### src/rtl/th_pkg.sv
// Shared types and helpers for the NCL threshold gate bank.
package th_pkg;

  typedef enum logic {ENC_FP, ENC_TP} enc_e;
  typedef enum logic {StNull, StData} fp_state_e;

  localparam int unsigned MaxIn = 8;

  function automatic enc_e th_enc_from_str(input string s);
    return (s == "TP") ? ENC_TP : ENC_FP;
  endfunction

  function automatic int unsigned th_sum_width(input int unsigned in_num,
                                               input int unsigned weight0);
    return $clog2(in_num + weight0) + 1;
  endfunction

  // Input 0 carries weight0; the rest weigh 1. Bits at or above in_num are ignored.
  function automatic int unsigned th_weighted_count(input logic [MaxIn-1:0] x,
                                                    input int unsigned in_num,
                                                    input int unsigned weight0);
    int unsigned cnt;
    cnt = x[0] ? weight0 : 0;
    for (int unsigned i = 1; i < MaxIn; i++) begin
      if (i < in_num && x[i]) cnt++;
    end
    return cnt;
  endfunction

endpackage

### src/rtl/th_gate_ch.sv
// One registered threshold gate channel: FP hysteresis FSM or TP transition capture.
module th_gate_ch import th_pkg::*; #(
  parameter int unsigned IN_NUM  = 4,
  parameter int unsigned THRESH  = 2,
  parameter int unsigned WEIGHT0 = 1,
  parameter enc_e        MODE    = ENC_FP
) (
  input  logic              clk,
  input  logic              rst,
  input  logic              en,
  input  logic [IN_NUM-1:0] in,
  output logic              out
);

  localparam int unsigned   SW      = th_sum_width(IN_NUM, WEIGHT0);
  localparam logic [SW-1:0] ThreshW = SW'(THRESH);

  logic [SW-1:0] sum;

  if (MODE == ENC_TP) begin : g_tp
    logic [IN_NUM-1:0] last_q, last_d, p_q, p_d, p_next;
    logic              out_q, out_d;

    always_comb begin
      // A second edge on an input before firing cancels the first.
      p_next = p_q ^ (in ^ last_q);
      sum    = SW'(th_weighted_count(MaxIn'(p_next), IN_NUM, WEIGHT0));
      out_d  = out_q;
      p_d    = p_q;
      last_d = last_q;
      if (en) begin
        last_d = in;
        p_d    = p_next;
        if (sum >= ThreshW) begin
          out_d = ~out_q;
          p_d   = '0;
        end
      end
    end

    always_ff @(posedge clk) begin
      if (rst) begin
        out_q  <= 1'b0;
        p_q    <= '0;
        last_q <= '0;
      end else begin
        out_q  <= out_d;
        p_q    <= p_d;
        last_q <= last_d;
      end
    end

    assign out = out_q;
  end else begin : g_fp
    fp_state_e state_q, state_d;

    always_comb begin
      sum     = SW'(th_weighted_count(MaxIn'(in), IN_NUM, WEIGHT0));
      state_d = state_q;
      if (en) begin
        unique case (state_q)
          StNull:  if (sum >= ThreshW) state_d = StData;
          StData:  if (in == '0)       state_d = StNull;
          default: state_d = StNull;
        endcase
      end
    end

    always_ff @(posedge clk) begin
      if (rst) state_q <= StNull;
      else     state_q <= state_d;
    end

    assign out = (state_q == StData);
  end

endmodule

### src/rtl/th_gate_bank.sv
// Bank of CH independent registered NCL threshold gates.
// Optional bank completion flag `done` is built when TH_BANK_DONE_EN is defined.
module th_gate_bank import th_pkg::*; #(
  parameter int unsigned CH      = 4,
  parameter int unsigned IN_NUM  = 4,
  parameter int unsigned THRESH  = 2,
  parameter int unsigned WEIGHT0 = 1,
  parameter string       ENC     = "FP"
) (
  input  logic                 clk,
  input  logic                 rst,
  input  logic [CH-1:0]        en,
  input  logic [CH*IN_NUM-1:0] in,
  output logic [CH-1:0]        out
`ifdef TH_BANK_DONE_EN
  ,
  output logic                 done
`endif
);

  localparam enc_e Mode = th_enc_from_str(ENC);

  for (genvar c = 0; c < CH; c++) begin : g_ch
    th_gate_ch #(
      .IN_NUM (IN_NUM),
      .THRESH (THRESH),
      .WEIGHT0(WEIGHT0),
      .MODE   (Mode)
    ) u_ch (
      .clk(clk),
      .rst(rst),
      .en (en[c]),
      .in (in[c*IN_NUM +: IN_NUM]),
      .out(out[c])
    );
  end

`ifdef TH_BANK_DONE_EN
  logic done_q, done_d;
  logic all_eq;

  assign all_eq = (&out) | ~(|out);

  if (Mode == ENC_TP) begin : g_done_tp
    logic [CH-1:0] prev_q;
    logic          pend_q, pend_d, pend;

    always_comb begin
      // Pending until every channel has caught up to the same phase.
      pend   = pend_q | (out != prev_q);
      done_d = pend & all_eq;
      pend_d = pend & ~all_eq;
    end

    always_ff @(posedge clk) begin
      if (rst) begin
        prev_q <= '0;
        pend_q <= 1'b0;
        done_q <= 1'b0;
      end else begin
        prev_q <= out;
        pend_q <= pend_d;
        done_q <= done_d;
      end
    end
  end else begin : g_done_fp
    always_comb begin
      done_d = done_q;
      if (&out)        done_d = 1'b1;
      else if (~|out)  done_d = 1'b0;
    end

    always_ff @(posedge clk) begin
      if (rst) done_q <= 1'b0;
      else     done_q <= done_d;
    end
  end

  assign done = done_q;
`endif

endmodule

### config.mk
export PLATFORM = sky130hd
export DESIGN_NAME = th_gate_bank
export DESIGN_NICKNAME = d
export VERILOG_FILES = /design/src/rtl/th_pkg.sv /design/src/rtl/th_gate_ch.sv /design/src/rtl/th_gate_bank.sv
export SDC_FILE = /design/constraint.sdc
export NUM_CORES = 1
export LEC_CHECK = 0
export CAP_MARGIN = 30
export CORE_MARGIN = 2
export CORE_UTILIZATION = 47
export CTS_CLUSTER_DIAMETER = 150
export DETAILED_ROUTE_END_ITERATION = 12
export PLACE_DENSITY_LB_ADDON = 0.25
export SLEW_MARGIN = 15
export SYNTH_ARGS = -nofsm -noshare
export SYNTH_HDL_FRONTEND = slang
export SYNTH_SLANG_ARGS = --single-unit
export TNS_END_PERCENT = 20
### constraint.sdc
create_clock -name clk -period 5.1 [get_ports clk]
set_clock_uncertainty 0.1 [all_clocks]
set_input_delay 1.02 -clock clk [delete_from_list [all_inputs] [get_ports clk]]
set_output_delay 1.02 -clock clk [all_outputs]
set_load 0.01 [all_outputs]
* Word-level counts from Yosys, hierarchy flattened
Cells that the tools add are included.
Storage, ports and cells: register bits 4, input port bits 22, output and inout port bits 4, logic and storage cells 56
Operators by class: add/sub/neg operators 12, $lt $le $gt $ge 4, mux-type cells 28, bitwise operators 4, reduce and logical (&&, ||, !) cells 4
Operators by type and width (number):
- $mux W4 | 12
- $add A4 B1 Y4 const B | 8
- $ge A4 B2 Y1 const B | 4
- $logic_not A4 Y1 | 4
- $mux W1 | 12
- $add A1 B1 Y2 const B | 4
- $pmux W1 S2 | 4
- $not A1 Y1 | 4

* Longest topological paths before layout
depth after elaboration 10, depth in mapped cells 8, depth with buffers taken out 8

* Cells and area by module
From an unflattened synthesis, not the netlist that was laid out.
Second synthesis, totals: cells, all modules 80, area total of the unflattened synthesis 665.6 sq um
Modules (own cells, without submodules):
- th_gate_ch | times used 4, cells each 20, area each 166.4 sq um, sequential area each 20.0 sq um

* Worst setup path after synthesis
No wires, ideal clock.
path type input-to-reg, start point in in[4], end point reg g_ch[1].u_ch.g_fp.state_q, library setup time 79 ps, arrival time 2188 ps, required time 4921 ps, slack 2733 ps, cell stages on the path 7, path buffers 0, cell sequence inv_1 ha_1 xor2_1 ha_1 nor2_1 a32o_1 a211oi_2
On the way: cells in the longest elaborated chain, start to end 10, elaborated cells between the ends (all ways) 12, those cells by class add/sub (3); order compare (1); mux (7); reduce/logical (1)
Ends and longest elaborated chain:
- from (decl) | RTL line th_gate_bank.sv:13 | input logic [CH*IN_NUM-1:0] in,
- $mux W1 | RTL line th_pkg.sv:23 | cnt = x[0] ? weight0 : 0;
- $add A1 B1 Y2 | RTL line th_pkg.sv:25 | if (i < in_num && x[i]) cnt++;
- $mux W4 | RTL line th_pkg.sv:25
- $add A4 B1 Y4 | RTL line th_pkg.sv:25
- $mux W4 | RTL line th_pkg.sv:25
- $add A4 B1 Y4 | RTL line th_pkg.sv:25
- $mux W4 | RTL line th_pkg.sv:25
- $ge A4 B2 Y1 | RTL line th_gate_ch.sv:62 | StNull: if (sum >= ThreshW) state_d = StData;
- $mux W1 | RTL line th_gate_ch.sv:62
- $pmux W1 S2 (*) | RTL line th_gate_ch.sv:61 | unique case (state_q)
- to (signal assigned) | RTL line th_gate_ch.sv:70 | if (rst) state_q <= StNull;
- to (signal assigned) | RTL line th_gate_ch.sv:71 | else state_q <= state_d;
- to (decl) | RTL line th_gate_ch.sv:55 | fp_state_e state_q, state_d;
Mark *: on every way between the ends. The rest lies on a longest branch, timed or not. A chain may end at the register's enable or synchronous reset.

* Worst setup path in the final report
start point in in[12], end point reg g_ch[3].u_ch.g_fp.state_q
On the way: cells in the longest elaborated chain, start to end 10, elaborated cells between the ends (all ways) 12, those cells by class add/sub (3); order compare (1); mux (7); reduce/logical (1)
Ends and longest elaborated chain (RTL line):
- $mux W1 | th_pkg.sv:23
- $add A1 B1 Y2 | th_pkg.sv:25
- $mux W4 | th_pkg.sv:25
- $add A4 B1 Y4 | th_pkg.sv:25
- $mux W4 | th_pkg.sv:25
- $add A4 B1 Y4 | th_pkg.sv:25
- $mux W4 | th_pkg.sv:25
- $ge A4 B2 Y1 | th_gate_ch.sv:62
- $mux W1 | th_gate_ch.sv:62
- $pmux W1 S2 (*) | th_gate_ch.sv:61
- to (signal assigned) | th_gate_ch.sv:70
- to (signal assigned) | th_gate_ch.sv:71
- to (decl) | th_gate_ch.sv:55
Marks and branches as above.

==> impl_metrics.py <==
metrics = {
    "die": {
        "core_area_um2": 1350,
        "start_util": 0.523,
        "die_width_um": 42.8,
        "die-area_um2": 1830,
        "rows": 13,
        "pin_count": 26,
        "dieHeight_um": 42.8,
    },
    "route": {
        "dr.first_iter.drc_count": 12,
        "drc_errors": 0,
        "drt_pass1_iterations": 4,
        "route.met3.wl_um": 60,
        "ant_nets": 0,
        "post_drt_via_cell_ratio": 5.29,
        "dr_wl_met2_um": 679,
        "wl_met1_um": 548,
        "drt_wl_total_um": 1320,
        "post_drt_wl_per_cell_um": 10.7,
        "topRoutingLayerUsed": "met4",
        "via_count": 656,
    },
    "timing": {
        "tightest_slew_ps": 258,
        "max_slew_margin": 0.827,
        "fin_tns_setup_ps": 0,
        "period_needed_ps": 2830,
        "slew_violations": 0,
        "setup_viol": 0,
        "hold_violations": 0,
        "fmax_mhz": 354,
        "rsz0062_at_grt": "false",
        "fin_crit_sh": 0.554,
    },
    "place": {
        "numPortBuffers": 25,
        "gp_congestion": 0.851,
        "dp.cells": 121,
        "hpwl_um": 1120,
        "post_dp_cell_area_um2": 945,
    },
    "synth": {
        "yosysSeqAreaShare": 0.113,
        "syn-num-nets": 123,
        "ys_ff_latch": 4,
        "syn_area_um2": 706,
        "netlist_instances": 85,
        "syn_avg_cell_area_um2": 8.30,
        "yosysUniqueCellTypes": 20,
        "yosysWarnings": 0,
    },
    "setup_path": {
        "critical_path_class": "primary input to flip-flop",
        "required_ps": 5140,
        "arrival_ps": 2860,
        "cp_num_buf_inv": 2,
        "slowest_delay_ps": 510,
        "crit_slowest_cell": "clkdlybuf4s50_1",
        "endpoint_kind": "flip-flop",
        "cpMostUsedCell": "ha_1",
        "worst_setup_path_start_kind": "primary input",
        "critPathMaxFanout": 3,
        "crit_family": "adder cells",
        "worstPathCellList": "clkdlybuf4s50_1 > inv_1 > ha_1 > xor2_1 > ha_1 > nor2_1 > a32o_1 > a211oi_2",
    },
    "global_route": {
        "grt_use_total": 0.160,
        "grt_max_degree": 6,
        "grt_pass1_vias": 582,
        "overflow": 0,
        "antenna_found_initial": 0,
        "grt_pass1_wl_um": 2240,
    },
    "final_layout": {
        "fin_nets": 149,
        "syn_to_final_growth_pct": 37.1,
        "fillers": 115,
        "largest_reg_flops": 4,
        "diodes": 0,
        "regArea_um2": 80.1,
        "final_layout_size_suffix_gt1_frac": 0.0826,
        "final_area_um2": 967,
        "layout.cells.non_filler": 124,
        "utilization": 0.716,
        "multi_input_area_um2": 566,
    },
    "run": {
        "cap_violations": 0,
    },
    "clock_tree": {
        "htree_levels": 1,
        "ctsResizeCount": 0,
        "clock_path_buffers": 2,
        "post-cts-setup-buffer-count": 0,
        "cts.clk_slew.worst_paths_ps": 30,
        "cts_sinks": 4,
        "cts.hold.buffers_added": 0,
        "clk_latency_ps": 230,
        "cts_buffers": 3,
        "cts_tree": "yes",
        "cts-root-buf": "clkbuf_4",
    },
    "power_and_ir_drop": {
        "peakVddDrop_mv": 0.130,
        "p_leak_nw": 0.449,
        "pwr_density_cell_nw_per_um2": 161,
    },
    "status": {
        "status": "completed",
    },
    "hold_path": {
        "hp-class": "flip-flop to flip-flop",
    },
}
## metal layers
metal | GRT usage | vias to the layer above
met5 | 0 | -
met4 | 0.0813 | 0
met3 | 0.0383 | 4
met2 | 0.288 | 22
met1 | 0.170 | 290
li1 | - | 340
## where the power goes
group          switching [mW]  total [mW]  internal, mW  leakage, nW
registers             0.00416      0.0393        0.0352       0.0332
logic                  0.0340      0.0791        0.0451        0.402
clock network          0.0113      0.0374        0.0262       0.0138
## path summary, 6_finish.rpt
path	slack, ps	endpoint	cells after the start	from
worst min-delay path	490	g_ch[0].u_ch.out	2	g_ch[0].u_ch.out
worst min register to register	490	g_ch[0].u_ch.out	2	g_ch[0].u_ch.out
worst max register to register	3950	g_ch[3].u_ch.out	3	g_ch[3].u_ch.out
worst max-delay path	2270	g_ch[3].u_ch.out	8	in[12]
## tightest hold or removal path: cells and delay by family (launching register included)
family          cells  cell delay (ps)
simple gates        1               80
flops               1              330
compound gates      1              140
## cell usage after synthesis
cell type  instances  area (µm²)
ha_1              16         200
nor2_1            11        41.3
inv_1              8        30.0
nand2_1            7        26.3
xor2_1             5        43.8
buf_4              4        30.0
dfxtp_1            4        80.1
nand3_1            4        20.0
a211oi_2           3        37.5
a32o_1             3        30.0
nand2b_1           3        18.8
nand2b_4           3        41.3
nand4b_1           3        26.3
o22ai_1            3        18.8
xnor2_1            3        26.3
a21oi_1            1        5.00
and2_1             1        6.26
nand4_1            1        6.26
o211a_1            1        10.0
o31ai_1            1        7.51
## metrics by stage
stage | hold WS (ps) | total power, mW | setup WS, ps
after global routing | 516 | 0.168 | 2220
after global placement | 461 | 0.116 | 2140
after detailed placement | 471 | 0.118 | 2090
after floorplan | 428 | 0.0867 | 2730
final | 488 | 0.156 | 2270
after CTS | 488 | 0.158 | 2270
## cell type report
class	instances	share of cell area
Inverter	8	0.0310
Sequential cell	4	0.0828
Timing Repair Buffer	25	0.259
Clock buffer	3	0.0233
Tap cell	15	0.0194
Multi-Input combinational cell	69	0.585
## cells in the final DEF (no fill, tap or decap)
cell / n
a211oi_2: 3
a21oi_1: 1
a32o_1: 3
and2_1: 1
clkbuf_4: 3
clkdlybuf4s50_1: 25
dfxtp_1: 4
ha_1: 16
inv_1: 8
nand2_1: 7
nand2b_1: 3
nand2b_4: 3
nand3_1: 4
nand4_1: 1
nand4b_1: 3
nor2_1: 11
o211a_1: 1
o22ai_1: 3
o31ai_1: 1
xnor2_1: 3
xor2_1: 5
## cell families (layout without fill, tap and decap cells)
family / Yosys count / in the layout / synth area share
XOR/XNOR: 8 / 8 / 0.0993
adder cells (fa/ha/maj): 16 / 16 / 0.284
AO/OA/AOI/OAI: 12 / 12 / 0.154
buffers and inverters: 12 / 36 / 0.0851
AND/OR/NAND/NOR: 33 / 33 / 0.264
flip-flops: 4 / 4 / 0.113
Note: power is estimated with default switching activity, not from simulation.
